===== src/rtl/instr_encoder.sv =====
// -----------------------------------------------------------------------------
// instr_encoder
//
// Packs field-level RV32I encode requests into 32-bit instruction words and
// emits them, with a word-aligned address, on a registered IMEM write port.
// Requests whose fields cannot be encoded are consumed but produce no word;
// they raise a one-cycle err pulse instead.
//
// Parameters:
//   BASE_ADDR  byte address of the first emitted word
//   DEPTH      IMEM size in words; the word index wraps at DEPTH
//
// Ports:
//   clk, rst_n                     clock, synchronous active-low reset
//   in_valid / in_ready            encode request handshake
//   in_opcode, in_rd, in_rs1,
//   in_rs2, in_funct3, in_funct7,
//   in_imm                         request fields (imm is signed; byte offset
//                                  for B/J, full value for U)
//   out_valid / out_ready          IMEM write handshake
//   out_addr, out_data             word address and encoded instruction
//   err                            one-cycle pulse for an illegal request
//   emitted                        saturating count of emitted words
//   wrapped                        sticky flag, set when the index wraps
// -----------------------------------------------------------------------------
module instr_encoder #(
  parameter logic [31:0] BASE_ADDR = 32'h0000_0000,
  parameter int unsigned DEPTH     = 1024
) (
  input  logic        clk,
  input  logic        rst_n,
  input  logic        in_valid,
  output logic        in_ready,
  input  logic [6:0]  in_opcode,
  input  logic [4:0]  in_rd,
  input  logic [4:0]  in_rs1,
  input  logic [4:0]  in_rs2,
  input  logic [2:0]  in_funct3,
  input  logic [6:0]  in_funct7,
  input  logic [31:0] in_imm,
  output logic        out_valid,
  input  logic        out_ready,
  output logic [31:0] out_addr,
  output logic [31:0] out_data,
  output logic        err,
  output logic [15:0] emitted,
  output logic        wrapped
);

  localparam int unsigned      IDX_W    = (DEPTH > 1) ? $clog2(DEPTH) : 1;
  localparam logic [IDX_W-1:0] IDX_LAST = IDX_W'(DEPTH - 1);

  localparam logic [6:0] OPC_LUI    = 7'b0110111;
  localparam logic [6:0] OPC_AUIPC  = 7'b0010111;
  localparam logic [6:0] OPC_JAL    = 7'b1101111;
  localparam logic [6:0] OPC_JALR   = 7'b1100111;
  localparam logic [6:0] OPC_LOAD   = 7'b0000011;
  localparam logic [6:0] OPC_ARI_I  = 7'b0010011;
  localparam logic [6:0] OPC_STORE  = 7'b0100011;
  localparam logic [6:0] OPC_BRANCH = 7'b1100011;
  localparam logic [6:0] OPC_ARI_R  = 7'b0110011;

  // Returns {legal, word}. Range checks test that the upper immediate bits
  // are a pure sign extension of the field's top bit.
  function automatic logic [32:0] encode(
    input logic [6:0]  opc,
    input logic [4:0]  rd,
    input logic [4:0]  rs1,
    input logic [4:0]  rs2,
    input logic [2:0]  f3,
    input logic [6:0]  f7,
    input logic [31:0] imm
  );
    logic        legal;
    logic [31:0] word;
    logic        f7_ok;
    f7_ok = (f7 == 7'b0000000) || (f7 == 7'b0100000);
    legal = 1'b0;
    word  = 32'h0000_0000;
    case (opc)
      OPC_LUI, OPC_AUIPC: begin
        legal = (imm[11:0] == 12'h000);
        word  = {imm[31:12], rd, opc};
      end
      OPC_JAL: begin
        legal = (imm[31:20] == {12{imm[20]}}) && (imm[0] == 1'b0);
        word  = {imm[20], imm[10:1], imm[11], imm[19:12], rd, opc};
      end
      OPC_JALR, OPC_LOAD: begin
        legal = (imm[31:11] == {21{imm[11]}});
        word  = {imm[11:0], rs1, f3, rd, opc};
      end
      OPC_ARI_I: begin
        // SLLI/SRLI/SRAI carry funct7 and a 5-bit unsigned shift amount
        if ((f3 == 3'b001) || (f3 == 3'b101)) begin
          legal = (imm[31:5] == 27'h0) && f7_ok;
          word  = {f7, imm[4:0], rs1, f3, rd, opc};
        end else begin
          legal = (imm[31:11] == {21{imm[11]}});
          word  = {imm[11:0], rs1, f3, rd, opc};
        end
      end
      OPC_STORE: begin
        legal = (imm[31:11] == {21{imm[11]}});
        word  = {imm[11:5], rs2, rs1, f3, imm[4:0], opc};
      end
      OPC_BRANCH: begin
        legal = (imm[31:12] == {20{imm[12]}}) && (imm[0] == 1'b0);
        word  = {imm[12], imm[10:5], rs2, rs1, f3, imm[4:1], imm[11], opc};
      end
      OPC_ARI_R: begin
        legal = f7_ok;
        word  = {f7, rs2, rs1, f3, rd, opc};
      end
      default: begin
        legal = 1'b0;
        word  = 32'h0000_0000;
      end
    endcase
    return {legal, word};
  endfunction

  // Byte address of a word index.
  function automatic logic [31:0] addr_of(input logic [IDX_W-1:0] idx);
    return BASE_ADDR + (32'(idx) << 2);
  endfunction

  logic [32:0]      enc_s;
  logic             legal_s;
  logic [31:0]      word_s;
  logic             in_ready_s;
  logic             accept_s;
  logic             out_hs_s;
  logic             wrap_s;
  logic [IDX_W-1:0] idx_next_s;

  logic             out_valid_r;
  logic [31:0]      out_data_r;
  logic [31:0]      out_addr_r;
  logic [IDX_W-1:0] idx_r;
  logic             err_r;
  logic [15:0]      emitted_r;
  logic             wrapped_r;

  // Encode the request and work out handshakes and the next word index.
  always_comb begin
    enc_s      = encode(in_opcode, in_rd, in_rs1, in_rs2, in_funct3, in_funct7, in_imm);
    legal_s    = enc_s[32];
    word_s     = enc_s[31:0];
    in_ready_s = !out_valid_r || out_ready;
    accept_s   = in_valid && in_ready_s;
    out_hs_s   = out_valid_r && out_ready;
    wrap_s     = out_hs_s && (idx_r == IDX_LAST);
    if (!out_hs_s) begin
      idx_next_s = idx_r;
    end else if (wrap_s) begin
      idx_next_s = '0;
    end else begin
      idx_next_s = idx_r + IDX_W'(1);
    end
  end

  // Single-entry output register, address index, error pulse and counters.
  always_ff @(posedge clk) begin
    if (!rst_n) begin
      out_valid_r <= 1'b0;
      out_data_r  <= 32'h0000_0000;
      out_addr_r  <= BASE_ADDR;
      idx_r       <= '0;
      err_r       <= 1'b0;
      emitted_r   <= 16'h0000;
      wrapped_r   <= 1'b0;
    end else begin
      idx_r      <= idx_next_s;
      // Address always follows the index, so it holds while stalled and
      // already points at the next slot when a word loads behind a handshake.
      out_addr_r <= addr_of(idx_next_s);
      err_r      <= accept_s && !legal_s;
      if (accept_s && legal_s) begin
        out_valid_r <= 1'b1;
        out_data_r  <= word_s;
      end else if (out_hs_s) begin
        out_valid_r <= 1'b0;
      end
      if (out_hs_s) begin
        if (emitted_r != 16'hFFFF) begin
          emitted_r <= emitted_r + 16'd1;
        end
        if (wrap_s) begin
          wrapped_r <= 1'b1;
        end
      end
    end
  end

  assign in_ready  = in_ready_s;
  assign out_valid = out_valid_r;
  assign out_data  = out_data_r;
  assign out_addr  = out_addr_r;
  assign err       = err_r;
  assign emitted   = emitted_r;
  assign wrapped   = wrapped_r;

endmodule


===== config.mk =====
export PLATFORM = sky130hd
export DESIGN_NAME = instr_encoder
export DESIGN_NICKNAME = d
export VERILOG_FILES = /design/src/rtl/instr_encoder.sv
export SDC_FILE = /design/constraint.sdc
export NUM_CORES = 1
export LEC_CHECK = 0
export CAP_MARGIN = 30
export CORE_ASPECT_RATIO = 0.5
export CORE_UTILIZATION = 48
export CTS_BUF_LIST = sky130_fd_sc_hd__clkbuf_8
export DETAILED_ROUTE_END_ITERATION = 8
export PLACE_DENSITY = 0.95
export SKIP_LAST_GASP = 1
export SYNTH_ARGS = -nofsm -noshare
export SYNTH_HDL_FRONTEND = slang
export SYNTH_SLANG_ARGS = --single-unit

===== constraint.sdc =====
create_clock -name clk -period 8.15 [get_ports clk]
set_input_delay 1.63 -clock clk [delete_from_list [all_inputs] [get_ports clk]]
set_output_delay 1.63 -clock clk [all_outputs]
set_load 0.03 [all_outputs]

==> results of run 1 <==
## Yosys cell counts, types with 7 or more instances
master    instances
a21boi_0         21
a21boi_1         11
a21oi_1           7
a22o_1           19
and2_1           19
and3_1           10
buf_4            22
clkbuf_1          9
dfxtp_1          61
nand2_1          75
nand2b_1         12
nand3_1          12
nand4_1          13
nor2_1           20
nor4_1            7
o21ai_0          11
xnor2_1          12
xor2_1            7
## metrics by stage
step	hold WS, ns	cells	instance area [µm²]	total power [mW]	util, %
6_report	0.451	650	5030	0.689	72.9
5_1_grt	0.480	650	5030	0.713	72.9
4_1_cts	0.453	650	5030	0.692	72.9
3_5_place_dp	0.444	634	4810	0.389	69.6
3_3_place_gp	0.436	634	4810	0.389	69.6
2_1_floorplan	0.575	452	3630	0.353	-
## state kept, by name, indices dropped and copies added (netlist names)
register	flops
emitted	16
err	1
idx_r	10
out_data	32
out_valid	1
wrapped	1
## layout make-up
class                   count  area (µm²)
inverters                   6        22.5
repair buffers            131        1310
fillers                   530        1880
well taps                  92         115
multi-input cells         344        2150
clock inverters             6        86.3
flip-flops and latches     61        1220
clock buffers              10         138
## power breakdown
| group | switching, mW | internal [mW] | leakage, nW |
|---|---|---|---|
| clock network | 0.124 | 0.180 | 0.118 |
| registers | 0.0000551 | 0.298 | 0.491 |
| logic | 0.0459 | 0.0406 | 1.25 |
| total | 0.170 | 0.519 | 1.85 |
## kinds of logic after synthesis
group,after synthesis,synth area share (%)
buffers and inverters,47,7.71
AO/OA/AOI/OAI,98,22.4
adder cells (fa/ha/maj),3,1.06
AND/OR/NAND/NOR,200,29.2
flip-flops,61,34.4
XOR/XNOR,19,4.68
other,1,0.106
multiplexers,2,0.563
## worst max-delay path, cell delays in order
cell and delay [ns]:
clkdlybuf4s50_1 0.48, nand2b_1 0.16, clkdlybuf4s50_1 0.68
## routing by layer
| layer | GRT usage (%) | routed length, µm | vias up |
|---|---|---|---|
| met4 | 7.23 | 92 | 0 |
| li1 | - | - | 1758 |
| met1 | 34.5 | 4450 | 1733 |
| met3 | 5.38 | 745 | 10 |
| met5 | 0 | 0 | - |
| met2 | 44.2 | 4840 | 168 |
## final timing paths
check | from | slack, ns | depth (start not counted) | end
setup / recovery | out_ready | 3.56 | 3 | in_ready
hold / removal | out_data[15] | 0.45 | 2 | out_data[15]
setup reg to reg | emitted[6] | 5.95 | 6 | emitted[7]
hold reg to reg | out_data[15] | 0.45 | 2 | out_data[15]
==> results.py, run 1 <==
metrics = {
    "clock_tree": {
        "cts_buffers": 9,
        "cts_hold_buf": 0,
        "cts_setup_buffers": 0,
        "clock_latency_ns": 0.35,
        "cts.path.max_buffers": 2,
        "cts_tree": "yes",
        "htree_levels": 3,
        "root_buffer": "clkbuf_8",
        "cts_resized": 0,
        "clock_sinks": 61,
        "clkTransAtPathRegs_ns": 0.07,
    },
    "placement": {
        "dpl.hpwl_um": 7510,
        "place.gp.congestion": 0.980,
        "pre_cts_ws_ns": 3.44,
        "io_buffers": 129,
    },
    "routing": {
        "wl_um": 10100,
        "drt-initial-drc-count": 275,
        "ant_nets": 0,
        "wire_per_inst_um": 15.6,
        "route.detailed.drc": 0,
        "viasPerCell": 5.64,
        "drt_pre_antenna_iters": 5,
        "vias": 3669,
    },
    "pwr": {
        "ir_drop_uv": 92.7,
        "p_per_area_nw_per_um2": 137,
        "leakagePower_nw": 1.85,
    },
    "cells_and_area": {
        "mostFrequentLayoutCells": "clkdlybuf4s50_1 (129), nand2_1 (75), dfxtp_1 (61), conb_1 (22), a21boi_0 (21)",
        "layout_commonest_cell": "clkdlybuf4s50_1",
        "syn_to_final_growth_pct": 41.7,
        "n_antenna_cell": 0,
        "nets": 624,
        "drive_gt1_share_pct": 4.84,
    },
    "yosys": {
        "syn_area_um2": 3550,
        "ys.flop_type": "dfxtp_1",
        "yosysUniqueCellTypes": 57,
        "syn_inst": 431,
        "synth_top_area_share_pct": 34.4,
        "synth_edf_count": 0,
        "ys_ff_latch": 61,
        "synth_async_sr_flop_share_pct": 0,
        "synth_top_cell_by_area": "dfxtp_1",
        "avgSynthCellArea_um2": 8.24,
        "seq_area_frac_synth_pct": 34.4,
        "yosysWarnings": 0,
        "synth_area_leaders": "dfxtp_1 (34%), nand2_1 (7.9%), a22o_1 (4.7%)",
    },
    "critical_path": {
        "required_ns": 6.52,
        "setup.worst_path.end_class": "output pin",
        "crit_fanout": 3,
        "critPathArrivalTime_ns": 2.96,
        "startpoint_type": "primary input",
        "crit_type": "primary input to output pin",
    },
    "grt": {
        "grt_pass1_wl_um": 16200,
        "grtUsageTotal_pct": 26.5,
        "grt_max_degree": 58,
        "grt_pass1_vias": 3281,
        "grt_overflow": 0,
        "antenna_found_initial": 0,
    },
    "job": {
        "cap_violations": 0,
    },
    "sta": {
        "setup_slack_ns": 3.56,
        "tightest_slew_ns": 0.862,
        "finalMaxSlewViolations": 0,
        "rsz0062_at_grt": "false",
        "setup_viol": 0,
        "setup_tns_ns": 0,
        "fin_crit_ns": 4.59,
        "worst_clock_skew_ns": 0.00761,
        "slew_headroom_pct": 42.3,
        "finalCritPeriodShare_pct": 56.3,
        "maxClockFrequency_mhz": 218,
        "finalHoldViolations": 0,
    },
    "die": {
        "pin_count": 152,
        "row_count": 21,
        "core-area_um2": 6910,
        "die_width_um": 124,
        "die_h_um": 62.8,
        "initial_core_util_pct": 51.4,
        "dieArea_um2": 7770,
    },
    "min_path": {
        "worstHoldPathType": "register to register",
    },
    "run_status": {
        "status": "finished, final reports clean",
    },
}
Power figures use the tool's default switching activity.
==> run 2, diff against run 1 <==
- CORE_UTILIZATION: 48 -> 44
- PLACE_DENSITY: 0.95 -> 0.9
- clock period: 8.15 -> 4.45 ns (I/O delays scaled with it)
==> run 2 against run 1 <==
  * Sequential cell count stayed put
  * Critical path depth grew 5
  * Setup slack lost 2.8 ns
  * Wire length grew 3.1%
  * Clock power is 69% higher
  * Clock skew about the same
  * Utilization decreased by 5.7 points
  * Global-route usage is 0.88 points lower
  * Non-clock buffer count up 6
  * Via count increased by 0.16%
  * Critical path type is now primary input to register
  * Largest cell class unchanged
  * Largest power group is now registers
==> results.py, run 2 (synthesis gave the netlist of run 1 again) <==
metrics = {
    "routing": {
        "drt_pre_antenna_iters": 6,
        "wire_per_inst_um": 15.5,
        "viasPerCell": 5.47,
        "top_layer_used": "met4",
        "route.detailed.drc": 0,
        "wl_um": 10400,
        "drt-initial-drc-count": 210,
        "ant_nets": 0,
        "vias": 3675,
        "met2_length_um": 4920,
        "wl_met1_um": 4670,
        "wl_met3_um": 694,
    },
    "clock_tree": {
        "cts_buffers": 9,
        "cts_tree": "yes",
        "cts.path.max_buffers": 2,
        "root_buffer": "clkbuf_8",
        "cts_resized": 0,
        "clkTransAtPathRegs_ns": 0.07,
        "clock_sinks": 61,
        "clock_latency_ns": 0.34,
        "cts_setup_buffers": 0,
        "htree_levels": 3,
        "cts_hold_buf": 0,
    },
    "die": {
        "dieArea_um2": 8460,
        "pin_count": 152,
        "die_h_um": 65.5,
        "core-area_um2": 7570,
        "initial_core_util_pct": 46.9,
        "row_count": 22,
        "die_width_um": 129,
    },
    "pwr": {
        "internal_power_mw": 0.912,
        "switching_share_pct": 25.4,
        "leakagePower_nw": 1.87,
        "power_frac_clock_pct": 42.0,
        "seq_power_share_pct": 44.7,
        "p_sw_mw": 0.310,
        "comb_power_share_pct": 13.3,
        "p_per_area_nw_per_um2": 240,
        "ir_drop_uv": 138,
    },
    "grt": {
        "grt_pass1_vias": 3422,
        "grt_max_degree": 41,
        "grt_pass1_wl_um": 16700,
        "antenna_found_initial": 0,
        "grt_overflow": 0,
        "grtUsageTotal_pct": 25.7,
    },
    "critical_path": {
        "startpoint_type": "primary input",
        "crit_type": "primary input to register",
        "required_ns": 4.71,
        "critPathArrivalTime_ns": 3.95,
        "setup.worst_path.end_class": "register",
        "crit_fanout": 26,
    },
    "cells_and_area": {
        "n_antenna_cell": 0,
        "nets": 630,
        "fillers": 638,
        "largest_register_ffs": 32,
        "layout_commonest_cell": "clkdlybuf4s50_1",
        "drive_gt1_share_pct": 6.03,
        "syn_to_final_growth_pct": 43.1,
        "mostFrequentLayoutCells": "clkdlybuf4s50_1 (129), nand2_1 (75), dfxtp_1 (61), conb_1 (22), a21boi_0 (21)",
    },
    "sta": {
        "finalCritPeriodShare_pct": 82.9,
        "whs_ns": 0.458,
        "fin_crit_ns": 3.69,
        "slew_headroom_pct": 41.4,
        "setup_tns_ns": 0,
        "worst_clock_skew_ns": 0.00776,
        "maxClockFrequency_mhz": 271,
        "finalMaxSlewViolations": 0,
        "setup_viol": 0,
        "finalHoldViolations": 0,
        "tightest_slew_ns": 0.876,
        "rsz0062_at_grt": "false",
    },
    "min_path": {
        "worstHoldPathType": "register to register",
    },
    "run_status": {
        "status": "finished, final reports clean",
    },
    "placement": {
        "io_buffers": 129,
        "place.gp.congestion": 0.977,
        "dpl.hpwl_um": 7890,
    },
    "job": {
        "cap_violations": 0,
    },
}
==> run 2: cell types whose count changed in the layout (fill, tap and decap cells not counted) <==
| cell | previous run | this run |
|---|---|---|
| buf_4 | 2 | 8 |
| bufinv_16 | 2 | 1 |
| clkbuf_8 | 10 | 11 |
| clkinv_2 | 1 | 2 |
| clkinv_4 | 1 | 0 |
| clkinvlp_4 | 0 | 1 |
| inv_1 | 7 | 6 |
==> run 2: path summary, 6_finish.rpt <==
check	startpoint	cells after the start	endpoint	slack, ns
worst max-delay path	in_imm[27]	8	out_data[26]	0.76
worst min-delay path	out_data[12]	2	out_data[12]	0.46
worst max register to register	emitted[8]	6	emitted[7]	2.17
worst min register to register	out_data[12]	2	out_data[12]	0.46
==> run 2: critical path: stages <==
cell and delay [ns]:
clkdlybuf4s50_1 0.45, nor4_1 0.65, nand2_1 0.16, or3_4 0.41, a2111oi_4 0.42, o31a_2 0.59, nand2_1 0.15, a21boi_0 0.24
==> run 2: area by class of cell <==
cell class	instances	area, µm²	share of cell area, %
Timing Repair Buffer	137	1350	26.6
Inverter	6	22.5	0.443
Clock buffer	11	151	2.98
Sequential cell	61	1220	24.0
Multi-Input combinational cell	344	2150	42.2
Tap cell	108	135	2.66
Clock inverter	5	56.3	1.11
==> run 2: per-stage QoR <==
step	instances	util, %	instance area [µm²]	setup WS [ns]	total power, mW
5_1_grt	672	67.2	5080	0.611	1.26
6_report	672	67.2	5080	0.760	1.22
3_5_place_dp	656	64.4	4880	0.566	0.718
2_1_floorplan	452	-	3630	1.35	0.646
4_1_cts	672	67.2	5080	0.841	1.23
3_3_place_gp	656	64.4	4880	0.606	0.717
==> run 2: routing by layer <==
layer,GRT usage (%),up-vias
li1,-,1761
met1,33.0,1737
met2,42.0,157
met3,6.60,20
met4,8.68,0
met5,0,-
==> run 2: power by group through the flow <==
stage                     Combinational [mW]  Sequential [mW]  Clock [mW]
after floorplan                       0.0861            0.560           0
after global placement                 0.159            0.559           0
after detailed placement               0.159            0.559           0
after CTS                              0.159            0.546       0.520
after global routing                   0.172            0.546       0.546
final                                  0.162            0.546       0.513
==> run 3, diff against run 2 <==
- clock period: 4.45 -> 3.7 ns (I/O delays scaled with it)
==> run 3 against run 2 <==
  * Largest power group unchanged
  * Utilization is 1.3 points higher
  * Final cell count is 2.1% higher
  * Sequential cell count stayed put
==> results.py, run 3 (synthesis gave the netlist of run 1 again) <==
metrics = {
    "die": {
        "die_width_um": 129,
        "row_count": 22,
        "core-area_um2": 7570,
        "pin_count": 152,
        "initial_core_util_pct": 46.9,
        "dieArea_um2": 8460,
        "die_h_um": 65.5,
    },
    "min_path": {
        "min_path_cells": 2,
        "worstHoldPathType": "register to register",
    },
    "cells_and_area": {
        "drive_gt1_share_pct": 8.13,
        "fillers": 636,
        "mostFrequentLayoutCells": "clkdlybuf4s50_1 (129), nand2_1 (75), dfxtp_1 (61), conb_1 (22), buf_4 (22)",
        "n_antenna_cell": 0,
        "nets": 644,
        "layout_commonest_cell": "clkdlybuf4s50_1",
        "largest_register_ffs": 32,
        "syn_to_final_growth_pct": 45.8,
    },
    "routing": {
        "route.detailed.drc": 0,
        "wl_um": 10500,
        "viasPerCell": 5.43,
        "vias": 3724,
        "drt_pre_antenna_iters": 8,
        "drt-initial-drc-count": 323,
        "wire_per_inst_um": 15.4,
        "ant_nets": 0,
    },
    "critical_path": {
        "setup.worst_path.end_class": "register",
        "startpoint_type": "primary input",
        "reg2regPathDepth": 6,
        "required_ns": 3.97,
        "crit_fanout": 13,
        "crit_type": "primary input to register",
        "critPathArrivalTime_ns": 3.57,
    },
    "placement": {
        "io_buffers": 129,
        "dpl.hpwl_um": 8280,
        "place.gp.congestion": 0.890,
    },
    "pwr": {
        "leakagePower_nw": 1.93,
        "ir_drop_uv": 191,
        "p_per_area_nw_per_um2": 282,
        "p_total_mw": 1.46,
    },
    "grt": {
        "grt_overflow": 0,
        "grt_pass1_vias": 3425,
        "antenna_found_initial": 0,
        "grtUsageTotal_pct": 25.9,
        "grt_pass1_wl_um": 16700,
        "grt_max_degree": 42,
    },
    "job": {
        "cap_violations": 0,
    },
    "sta": {
        "slew_headroom_pct": 44.0,
        "setup_tns_ns": 0,
        "finalCritPeriodShare_pct": 89.0,
        "setup_viol": 0,
        "maxClockFrequency_mhz": 304,
        "finalMaxSlewViolations": 0,
        "rsz0062_at_grt": "false",
        "tightest_slew_ns": 0.837,
        "finalHoldViolations": 0,
        "fin_crit_ns": 3.29,
        "worst_clock_skew_ns": 0.00532,
    },
    "run_status": {
        "status": "finished, final reports clean",
    },
    "clock_tree": {
        "htree_levels": 3,
        "cts.path.max_buffers": 2,
        "cts_resized": 0,
        "cts_buffers": 9,
        "clkTransAtPathRegs_ns": 0.07,
        "cts_setup_buffers": 0,
        "clock_sinks": 61,
        "cts_hold_buf": 0,
        "cts_tree": "yes",
        "clock_latency_ns": 0.34,
        "root_buffer": "clkbuf_8",
    },
}
[run 3: final timing paths]
kind / start / endpoint / slack, ns
max: in_imm[23] / out_data[19] / 0.41
min: out_data[31] / out_data[31] / 0.45
max reg2reg: emitted[8] / emitted[9] / 1.40
min reg2reg: out_data[31] / out_data[31] / 0.45
[run 3: metal layers]
| metal | wire, µm | track usage [%] |
|---|---|---|
| met1 | 4740 | 33.2 |
| met2 | 4820 | 42.6 |
| met3 | 688 | 5.54 |
| met4 | 289 | 10.6 |
| met5 | 0 | 0 |
[run 3: area by class of cell]
type	count	area, µm²	area share (%)
clock buffers	10	138	2.66
clock inverters	6	62.6	1.21
inverters	6	22.5	0.435
multi-input cells	344	2150	41.4
flip-flops and latches	61	1220	23.6
well taps	108	135	2.61
repair buffers	151	1460	28.1
[run 3: per-stage QoR]
stage | util, % | area, µm² | hold WS (ns) | worst slack (ns) | instances
2_1_floorplan | - | 3630 | 0.575 | 0.753 | 452
3_3_place_gp | 65.8 | 4980 | 0.440 | 0.136 | 670
3_5_place_dp | 65.8 | 4980 | 0.446 | 0.109 | 670
4_1_cts | 68.4 | 5180 | 0.452 | 0.450 | 686
5_1_grt | 68.4 | 5180 | 0.476 | 0.294 | 686
6_report | 68.4 | 5180 | 0.450 | 0.407 | 686
[run 3: worst max-delay path, cell delays in order]
cell             delay (ns)
clkdlybuf4s50_1        0.47
or4_4                  0.56
nand3b_4               0.18
or3_4                  0.35
a2111oi_4              0.42
o31a_2                 0.39
buf_4                  0.23
nand2_1                0.06
a21boi_0               0.16
[run 3: report_power, final]
group	internal (mW)	total [mW]	switching, mW
combinational	0.0982	0.203	0.105
clock	0.328	0.599	0.272
sequential	0.657	0.657	0.000123
total	1.08	1.46	0.377
